===== src/rtl/vga_timing_gen_if.sv =====
// Raster timing bundle between the timing generator and its consumers.
// The generator takes the master side; pixel pipeline and output stage take slave.
interface vga_timing_gen_if #(
    parameter int PX_W = 10
);
    logic            i_enable;
    logic            o_hs;
    logic            o_vs;
    logic            o_de;
    logic [PX_W-1:0] o_px;
    logic [PX_W-1:0] o_py;
    logic            o_line_start;
    logic            o_frame_start;
    logic            o_hs_d;
    logic            o_vs_d;
    logic            o_de_d;

    modport master (
        input  i_enable,
        output o_hs, o_vs, o_de, o_px, o_py,
        output o_line_start, o_frame_start,
        output o_hs_d, o_vs_d, o_de_d
    );

    modport slave (
        output i_enable,
        input  o_hs, o_vs, o_de, o_px, o_py,
        input  o_line_start, o_frame_start,
        input  o_hs_d, o_vs_d, o_de_d
    );
endinterface


===== src/rtl/vga_timing_gen.sv =====
// Parametrised raster timing generator with pixel clock-enable, line/frame
// strobes and a delay line aligning sync/DE with downstream pixel latency.
module vga_timing_gen #(
    parameter int H_ACTIVE   = 640,
    parameter int H_FP       = 16,
    parameter int H_SYNC     = 96,
    parameter int H_BP       = 48,
    parameter int V_ACTIVE   = 480,
    parameter int V_FP       = 10,
    parameter int V_SYNC     = 2,
    parameter int V_BP       = 33,
    parameter bit HS_POL     = 1'b0,
    parameter bit VS_POL     = 1'b0,
    parameter int CNT_W      = 11,
    parameter int PX_W       = 10,
    parameter int PIPE_DELAY = 0
) (
    input logic              i_clk,
    input logic              i_reset,
    vga_timing_gen_if.master tim
);
    localparam int H_TOTAL = H_SYNC + H_BP + H_ACTIVE + H_FP;
    localparam int V_TOTAL = V_SYNC + V_BP + V_ACTIVE + V_FP;
    localparam int H_A0    = H_SYNC + H_BP;
    localparam int H_A1    = H_A0 + H_ACTIVE;
    localparam int V_A0    = V_SYNC + V_BP;
    localparam int V_A1    = V_A0 + V_ACTIVE;
    localparam int CW1     = CNT_W + 1;

    if (H_TOTAL > (1 << CNT_W) || V_TOTAL > (1 << CNT_W) ||
        H_ACTIVE > (1 << PX_W) || V_ACTIVE > (1 << PX_W) ||
        PIPE_DELAY < 0 || PIPE_DELAY > 15) begin : g_param_err
        $error("vga_timing_gen: illegal parameter combination");
    end

    logic [CNT_W-1:0] h_cnt;
    logic [CNT_W-1:0] v_cnt;
    logic             h_wrap;
    logic             v_wrap;

    logic             hs_n;
    logic             vs_n;
    logic             h_act;
    logic             v_act;
    logic             de_n;
    logic [PX_W-1:0]  px_n;
    logic [PX_W-1:0]  py_n;
    logic             ls_n;
    logic             fs_n;

    logic             hs;
    logic             vs;
    logic             de;
    logic [PX_W-1:0]  px;
    logic [PX_W-1:0]  py;
    logic             ls;
    logic             fs;

    assign h_wrap = (h_cnt == CNT_W'(H_TOTAL - 1));
    assign v_wrap = (v_cnt == CNT_W'(V_TOTAL - 1));

    // Raster position; v advances on the very edge h wraps.
    always_ff @(posedge i_clk) begin
        if (i_reset) begin
            h_cnt <= '0;
            v_cnt <= '0;
        end else if (tim.i_enable) begin
            h_cnt <= h_wrap ? '0 : h_cnt + 1'b1;
            if (h_wrap) begin
                v_cnt <= v_wrap ? '0 : v_cnt + 1'b1;
            end
        end
    end

    // Decode the current position into next stage-1 levels and coordinates.
    always_comb begin
        hs_n  = ({1'b0, h_cnt} < CW1'(H_SYNC)) ? HS_POL : !HS_POL;
        vs_n  = ({1'b0, v_cnt} < CW1'(V_SYNC)) ? VS_POL : !VS_POL;
        h_act = ({1'b0, h_cnt} >= CW1'(H_A0)) &&
                ({1'b0, h_cnt} <  CW1'(H_A1));
        v_act = ({1'b0, v_cnt} >= CW1'(V_A0)) &&
                ({1'b0, v_cnt} <  CW1'(V_A1));
        de_n  = h_act & v_act;
        px_n  = de_n ? PX_W'(h_cnt - CNT_W'(H_A0)) : '0;
        py_n  = de_n ? PX_W'(v_cnt - CNT_W'(V_A0)) : '0;
        ls_n  = de_n & (px_n == '0);
        fs_n  = ls_n & (py_n == '0);
    end

    // Stage-1 registers; strobes clear on idle edges so they never repeat.
    always_ff @(posedge i_clk) begin
        if (i_reset) begin
            hs <= !HS_POL;
            vs <= !VS_POL;
            de <= 1'b0;
            px <= '0;
            py <= '0;
            ls <= 1'b0;
            fs <= 1'b0;
        end else begin
            ls <= 1'b0;
            fs <= 1'b0;
            if (tim.i_enable) begin
                hs <= hs_n;
                vs <= vs_n;
                de <= de_n;
                px <= px_n;
                py <= py_n;
                ls <= ls_n;
                fs <= fs_n;
            end
        end
    end

    assign tim.o_hs          = hs;
    assign tim.o_vs          = vs;
    assign tim.o_de          = de;
    assign tim.o_px          = px;
    assign tim.o_py          = py;
    assign tim.o_line_start  = ls;
    assign tim.o_frame_start = fs;

    if (PIPE_DELAY == 0) begin : g_no_dly
        assign tim.o_hs_d = hs;
        assign tim.o_vs_d = vs;
        assign tim.o_de_d = de;
    end else begin : g_dly
        logic [2:0] dly [PIPE_DELAY];

        // Shift {hs, vs, de} one slot per enabled edge.
        always_ff @(posedge i_clk) begin
            if (i_reset) begin
                for (int i = 0; i < PIPE_DELAY; i++) begin
                    dly[i] <= {!HS_POL, !VS_POL, 1'b0};
                end
            end else if (tim.i_enable) begin
                dly[0] <= {hs, vs, de};
                for (int i = 1; i < PIPE_DELAY; i++) begin
                    dly[i] <= dly[i-1];
                end
            end
        end

        assign tim.o_hs_d = dly[PIPE_DELAY-1][2];
        assign tim.o_vs_d = dly[PIPE_DELAY-1][1];
        assign tim.o_de_d = dly[PIPE_DELAY-1][0];
    end
endmodule


===== src/flat_wrapper.sv =====
// flat-port wrapper written by rule: the top's interface ports become plain ports
module vga_timing_gen_flat 
#(
    parameter int H_ACTIVE   = 640,
    parameter int H_FP       = 16,
    parameter int H_SYNC     = 96,
    parameter int H_BP       = 48,
    parameter int V_ACTIVE   = 480,
    parameter int V_FP       = 10,
    parameter int V_SYNC     = 2,
    parameter int V_BP       = 33,
    parameter bit HS_POL     = 1'b0,
    parameter bit VS_POL     = 1'b0,
    parameter int CNT_W      = 11,
    parameter int PX_W       = 10,
    parameter int PIPE_DELAY = 0
)
  (i_clk, i_reset, tim_i_enable, tim_o_hs, tim_o_vs, tim_o_de, tim_o_px, tim_o_py, tim_o_line_start, tim_o_frame_start, tim_o_hs_d, tim_o_vs_d, tim_o_de_d);
  vga_timing_gen_if #(.PX_W(PX_W)) tim_i ();
  input logic i_clk;
  input logic i_reset;
  input wire logic [$bits(tim_i.i_enable)-1:0] tim_i_enable;
  output wire logic [$bits(tim_i.o_hs)-1:0] tim_o_hs;
  output wire logic [$bits(tim_i.o_vs)-1:0] tim_o_vs;
  output wire logic [$bits(tim_i.o_de)-1:0] tim_o_de;
  output wire logic [$bits(tim_i.o_px)-1:0] tim_o_px;
  output wire logic [$bits(tim_i.o_py)-1:0] tim_o_py;
  output wire logic [$bits(tim_i.o_line_start)-1:0] tim_o_line_start;
  output wire logic [$bits(tim_i.o_frame_start)-1:0] tim_o_frame_start;
  output wire logic [$bits(tim_i.o_hs_d)-1:0] tim_o_hs_d;
  output wire logic [$bits(tim_i.o_vs_d)-1:0] tim_o_vs_d;
  output wire logic [$bits(tim_i.o_de_d)-1:0] tim_o_de_d;
  assign tim_i.i_enable = tim_i_enable;
  assign tim_o_hs = tim_i.o_hs;
  assign tim_o_vs = tim_i.o_vs;
  assign tim_o_de = tim_i.o_de;
  assign tim_o_px = tim_i.o_px;
  assign tim_o_py = tim_i.o_py;
  assign tim_o_line_start = tim_i.o_line_start;
  assign tim_o_frame_start = tim_i.o_frame_start;
  assign tim_o_hs_d = tim_i.o_hs_d;
  assign tim_o_vs_d = tim_i.o_vs_d;
  assign tim_o_de_d = tim_i.o_de_d;
  vga_timing_gen #(.H_ACTIVE(H_ACTIVE), .H_FP(H_FP), .H_SYNC(H_SYNC), .H_BP(H_BP), .V_ACTIVE(V_ACTIVE), .V_FP(V_FP), .V_SYNC(V_SYNC), .V_BP(V_BP), .HS_POL(HS_POL), .VS_POL(VS_POL), .CNT_W(CNT_W), .PX_W(PX_W), .PIPE_DELAY(PIPE_DELAY)) u_core (.i_clk(i_clk), .i_reset(i_reset), .tim(tim_i));
endmodule

===== config.mk =====
export PLATFORM = sky130hd
export DESIGN_NAME = vga_timing_gen_flat
export DESIGN_NICKNAME = d
export VERILOG_FILES = /design/src/rtl/vga_timing_gen_if.sv /design/src/rtl/vga_timing_gen.sv /design/src/flat_wrapper.sv
export SDC_FILE = /design/constraint.sdc
export NUM_CORES = 1
export LEC_CHECK = 0
export CORE_ASPECT_RATIO = 1.2
export CORE_MARGIN = 8
export CORE_UTILIZATION = 40
export CTS_BUF_LIST = sky130_fd_sc_hd__clkbuf_4
export CTS_CLUSTER_DIAMETER = 80
export CTS_CLUSTER_SIZE = 10
export DETAILED_ROUTE_END_ITERATION = 10
export DONT_BUFFER_PORTS = 1
export PLACE_DENSITY = 0.6
export SLEW_MARGIN = 5
export SYNTH_ARGS = -nofsm -noshare
export SYNTH_HDL_FRONTEND = slang
export SYNTH_SLANG_ARGS = --single-unit

===== constraint.sdc =====
create_clock -name i_clk -period 2.9 [get_ports i_clk]
set_input_delay 0.435 -clock i_clk [delete_from_list [all_inputs] [get_ports i_clk]]
set_output_delay 0.435 -clock i_clk [all_outputs]
set_load 0.02 [all_outputs]

### Word-level counts from Yosys, hierarchy flattened

Index checks and enable logic that the tools add are counted.

| storage, ports and cells | value |
|---|---|
| flip-flop bits (word level) | 47 |
| bits of input ports | 3 |
| output and inout bits | 28 |

| operators by class | value |
|---|---|
| add/subtract/negate cells | 4 |
| magnitude comparators | 6 |
| equality and inequality tests | 2 |
| mux-type cells | 6 |
| bitwise gates (word level) | 4 |
| reduce and logical (&&, ||, !) cells | 6 |

Operators with widths:

| kind | number |
|---|---|
| $add A11 B1 Y11 const B | 2 |
| $eq A11 B10 Y1 const B | 2 |
| $lt A11 B10 Y1 const B | 2 |
| $mux W11 | 2 |
| $logic_not A10 Y1 | 2 |
| $mux W10 | 2 |
| $ge A11 B6 Y1 const B | 1 |
| $ge A11 B8 Y1 const B | 1 |
| $lt A11 B2 Y1 const B | 1 |
| $lt A11 B7 Y1 const B | 1 |
| $sub A10 B6 Y10 const B | 1 |
| $sub A10 B8 Y10 const B | 1 |
| $and A1 B1 Y1 | 3 |
| $logic_and A1 B1 Y1 | 2 |
| $mux W1 | 2 |
| $reduce_and A2 Y1 | 1 |
| $reduce_or A2 Y1 | 1 |
| $not A1 Y1 | 1 |

### Logic depth before layout (Yosys ltp)

| logic depth | value |
|---|---|
| word-level depth | 7 |
| mapped depth | 8 |
| mapped depth without buffers | 7 |

### Worst setup path before layout

No wires, ideal clock.

| timing | value |
|---|---|
| path type | flip-flop to flip-flop |
| start | register u_core.v_cnt[0] |
| end | register u_core.px[0], in the netlist u_core.tim.o_px[0] |
| library setup time | 117 ps |
| arrival | 1865 ps |
| data required time | 2783 ps |
| slack | 918 ps |
| stages on the path, launching flop included | 9 |
| path buffers | 2 |
| period minus slack after synthesis | 1982 ps |
| path through | dfxtp_1 -> ha_1 -> clkbuf_1 -> or4_4 -> o21ai_2 -> a22oi_2 -> and4_4 -> buf_6 -> a22o_1 |

| on the way | value |
|---|---|
| cells in the longest elaborated chain, start to end | 4 |
| elaborated cells between the ends (all ways) | 5 |

Ends and longest elaborated chain:

| item | line | text |
|---|---|---|
| from (decl) | vga_timing_gen.sv:37 | `logic [CNT_W-1:0] v_cnt;` |
| from (signal assigned) | vga_timing_gen.sv:70 | `v_cnt <= v_wrap ? '0 : v_cnt + 1'b1;` |
| $ge A11 B6 Y1 or $lt A11 B10 Y1 (tied branches) | vga_timing_gen.sv:81, vga_timing_gen.sv:82 |  |
| $logic_and A1 B1 Y1 * | vga_timing_gen.sv:81 | `v_act = ({1'b0, v_cnt} >= CW1'(V_A0)) &&` |
| $and A1 B1 Y1 * | vga_timing_gen.sv:83 | `de_n = h_act & v_act;` |
| $mux W10 * | vga_timing_gen.sv:84 | `px_n = de_n ? PX_W'(h_cnt - CNT_W'(H_A0)) : '0;` |
| to (signal assigned) | vga_timing_gen.sv:107 | `px <= px_n;` |
| to (decl) | vga_timing_gen.sv:54 | `logic [PX_W-1:0] px;` |

Mark *: on every way between the ends. The rest lies on a longest branch, timed or not.
A chain may end at the register's enable or synchronous reset.

### Worst setup path after layout

| timing | value |
|---|---|
| start | register u_core.h_cnt[4] |
| end | register u_core.v_cnt[2] |

| on the way | value |
|---|---|
| cells in the longest elaborated chain, start to end | 2 |

Ends and longest elaborated chain:

| item | line | text |
|---|---|---|
| from (decl) | vga_timing_gen.sv:36 | `logic [CNT_W-1:0] h_cnt;` |
| from (signal assigned) | vga_timing_gen.sv:68 | `h_cnt <= h_wrap ? '0 : h_cnt + 1'b1;` |
| $eq A11 B10 Y1 | vga_timing_gen.sv:59 | `assign h_wrap = (h_cnt == CNT_W'(H_TOTAL - 1));` |
| $reduce_and A2 Y1 (no source line) | - |  |

Every way passes these cells.

==> Implementation_results.wiki <==
{| class="wikitable"
! Metric !! Value
|-
| Number of top-level pins || 31
|-
| Share of synthesized area occupied by flip-flops and latches || 0.400
|-
| Proportion of register bits with asynchronous set or reset after synthesis || 0
|-
| Class of the tightest hold or removal check || in2reg
|-
| Area share of fa/ha/maj cells after synthesis || 0.0319
|-
| Resize count post-CTS || 0
|-
| Layer with the highest usage || met2
|-
| Total routing usage reported by global routing || 0.116
|-
| Arrival time at the worst endpoint || around 2500 ps
|-
| Unique masters post-synth || 55
|-
| Critical Path, Cell by Cell || ha_1 > nor4b_1 > and4_1 > or2_2 > and3_2 > a211oi_1
|-
| Clock skew after layout || 9.19 ps
|-
| Xor/xnor share of the synthesized area || 0.115
|-
| Vias in the first global route || 1646
|-
| Layout overhead on the synthesized area || 2.66%
|-
| Cell type of the slowest stage on the worst timing path || dfxtp_1
|-
| Width of the die || approximately 86 um
|-
| Initial DRC Count || 89
|-
| Worst vdd ir || 0.264 mV
|-
| Post-route antenna net violation count || 0
|-
| Max Slew Vio Count || 0
|-
| Portion of total power attributed to sequential cells || 0.564
|-
| Insertion delay to the later sink of the worst-skew pair || roughly 360 ps
|-
| Worst slew margin || 0.630
|-
| Net switching share of the total power || 0.199
|-
| Final Routed Wirelength || 4.61 mm
|-
| H-tree Lvls || 2
|-
| Gpl congestion || 0.804
|-
| Total number of nets in the final design || 250
|-
| Main area contributors after synthesis || dfxtp_1, xnor2_1, xor2_1
|-
| Syn_nets || 265
|-
| Number of enable-type register cells in the synthesized netlist || 0
|-
| CP required || 3140 ps
|-
| Die Outline Area || 0.00860 mm2
|-
| TritonCTS clock tree || built
|-
| First-pass GRT wire length || 8.04 mm
|-
| Starting density of the core || 0.415
|-
| Most used DFF post-synth || dfxtp_1
|-
| Largest net degree at the start of global routing || 22
|-
| Clock Tree Buf Depth || 2
|-
| IO buf count || 0
|-
| CTS root buf || clkbuf_4
|-
| Number of filler cells placed in the layout || 577
|-
| CTS Hold Bufs || 0
|-
| Routed length per instance || 14.3 um
|-
| Per-instance average area after synthesis || 9.18 um2
|-
| Total of flip-flops plus latches after synthesis || 47
|-
| Actual slew at the worst max-slew pin || between 500 and 600 ps
|-
| Count of warnings emitted by yosys || 0
|-
| Vias per Instance || 5.20
|-
| Total core area || ~0.0057 mm2
|-
| Die H || 100 um
|-
| Combinational family with the most area after synthesis || simple AND/OR/NAND/NOR gates
|-
| Combinational share of power || 0.023
|-
| Outcome || finished clean
|-
| Syn Inst Count || 256
|-
| Grt met2 use || 0.170
|-
| Internal power consumption || between 0.0009 and 0.001 W
|-
| Number of buffers added by the clock tree synthesis step || 5
|-
| Setup_tns || 0 ps
|-
| Antenna Diode Count || 0
|-
| Number of antenna violations at the first check in global routing || 0
|-
| Cell leakage power || between 0.8 and 0.9 nW
|-
| Detail Placement HPWL || 3.35 mm
|-
| Synth Area in Compound Gates || 0.119
|-
| Met1 routing resource usage after global routing || 0.144
|-
| Setup repair after global routing missed its margin || false
|-
| Simple-gate share of the synthesized area || 0.252
|-
| Share of synthesized area spent on multiplexers || 0.00426
|-
| Highest net fanout along the worst path || 14
|-
| Total vias in the final route || 1676
|-
| Max-capacitance violation count || 0
|-
| Clock power share || 0.414
|-
| Met3 track demand over resource in global routing || 0.0515
|-
| Netlist area before placement || 0.00235 mm2
|-
| Length of the first detailed-routing pass in iterations || 4
|-
| Yosys top cell by area || dfxtp_1
|-
| Part of the cycle the worst path needs || 0.787
|-
| Setup-failing EPs final || 0
|-
| Leading post-synthesis cells by instance count || dfxtp_1, nand2_1, nor2_1
|-
| Worst setup EP type || flip-flop
|-
| Setup Buffers After CTS || 0
|-
| Fmax || roughly 440 MHz
|-
| Row count || 30
|-
| Crit Path Class || reg2reg
|-
| Category of cells accounting for the largest share of critical-path delay || simple AND/OR/NAND/NOR gates
|-
| Worst-path clk slew || 140 ps
|-
| Min cycle time layout || 2280 ps
|-
| Bufs and invs on worst path || 0
|-
| Proportion of netlist area held by the largest area contributor || 0.400
|-
| Grt total ovfl || 0
|-
| Category of the worst setup path launch point || flip-flop
|-
| DRC violation count after routing || 0
|-
| Number of sinks driven by the clock tree || 47
|-
| Fraction of layout cells with a size suffix above 1 || 0.157
|-
| Fin util || 0.426
|-
| Net Sw Power || 0.000233 W
|-
| Cell with the most instances after synthesis || dfxtp_1
|-
| Final hold vios || 0
|-
| Ratio of total power to cell area || 486 mW/mm2
|-
| Max stage delay on crit path || 590 ps
|}
[routing by layer]
metal,vias to the layer above,part of all wire
li1,847,-
met1,782,0.47
met2,40,0.42
met3,7,0.087
met4,0,0.018
met5,-,0
[worst paths after layout]
kind                    from            endpoint  slack (ps)  cells past startpoint
max          u_core.h_cnt[4]     u_core.v_cnt[2]         620                      6
min                  i_reset     u_core.h_cnt[2]         140                      1
max reg2reg  u_core.h_cnt[4]     u_core.v_cnt[2]         620                      6
min reg2reg  u_core.v_cnt[0]  u_core.tim.o_py[0]         550                      1
[flip-flops by register name (all words and copies together) (netlist names)]
register,count
u_core.tim.o_hs,1
u_core.tim.o_de,1
u_core.tim.o_vs,1
u_core.h_cnt,11
u_core.tim.o_px,10
u_core.tim.o_py,10
u_core.tim.o_frame_start,1
u_core.tim.o_line_start,1
u_core.v_cnt,11
[power by group through the flow]
stage          Sequential [W]  Combinational [W]  Clock (W)
3_5_place_dp         0.000675          0.0000267          0
6_report             0.000661          0.0000267   0.000485
2_1_floorplan        0.000671          0.0000291          0
4_1_cts              0.000661          0.0000270   0.000502
5_1_grt              0.000662          0.0000297   0.000526
3_3_place_gp         0.000675          0.0000266          0
[through the flow]
step	setup slack [ps]	cell area [um2]	power (W)	std cells	hold slack, ps
3_5_place_dp	630	2310	0.000702	314	511
5_1_grt	326	2410	0.00122	322	102
3_3_place_gp	678	2310	0.000702	314	512
6_report	618	2410	0.00117	322	137
2_1_floorplan	918	2350	0.000700	256	486
4_1_cts	602	2410	0.00119	322	119
[cell usage in the layout, fill, tap and decap left out, types with 2 or more instances in the layout]
cell type,count
dfxtp_1,47
a22o_1,5
inv_1,6
a32o_1,2
nand2_1,26
xor2_1,15
nor3_1,5
and2_1,2
xnor2_1,16
and3_1,2
o21ai_0,6
nor2_2,6
and4_1,3
a21oi_1,3
buf_4,2
and3_2,2
nand3_1,6
nor2_1,25
clkbuf_4,6
bufinv_16,2
o22ai_1,2
o21ai_2,8
nand4_1,6
ha_1,6
nor4_1,4
nand4b_1,2
[cell families after synthesis]
group / count (synthesis)
xor+xnor: 31
fa+ha+maj: 6
buf+inv: 30
simple gates: 106
compound gates: 35
mux: 1
flops: 47
[layout make-up]
class / count / area [um2] / area share
Clock buffer: 6 / 45.0 / 0.0187
Multi-Input combinational cell: 179 / 1230 / 0.510
Inverter: 6 / 22.5 / 0.00933
Tap cell: 80 / 100 / 0.0415
Timing Repair Buffer: 2 / 15.0 / 0.00622
Sequential cell: 47 / 941 / 0.390
Clock inverter: 2 / 60.1 / 0.0249
No activity file was read; power rests on OpenSTA's default activity.
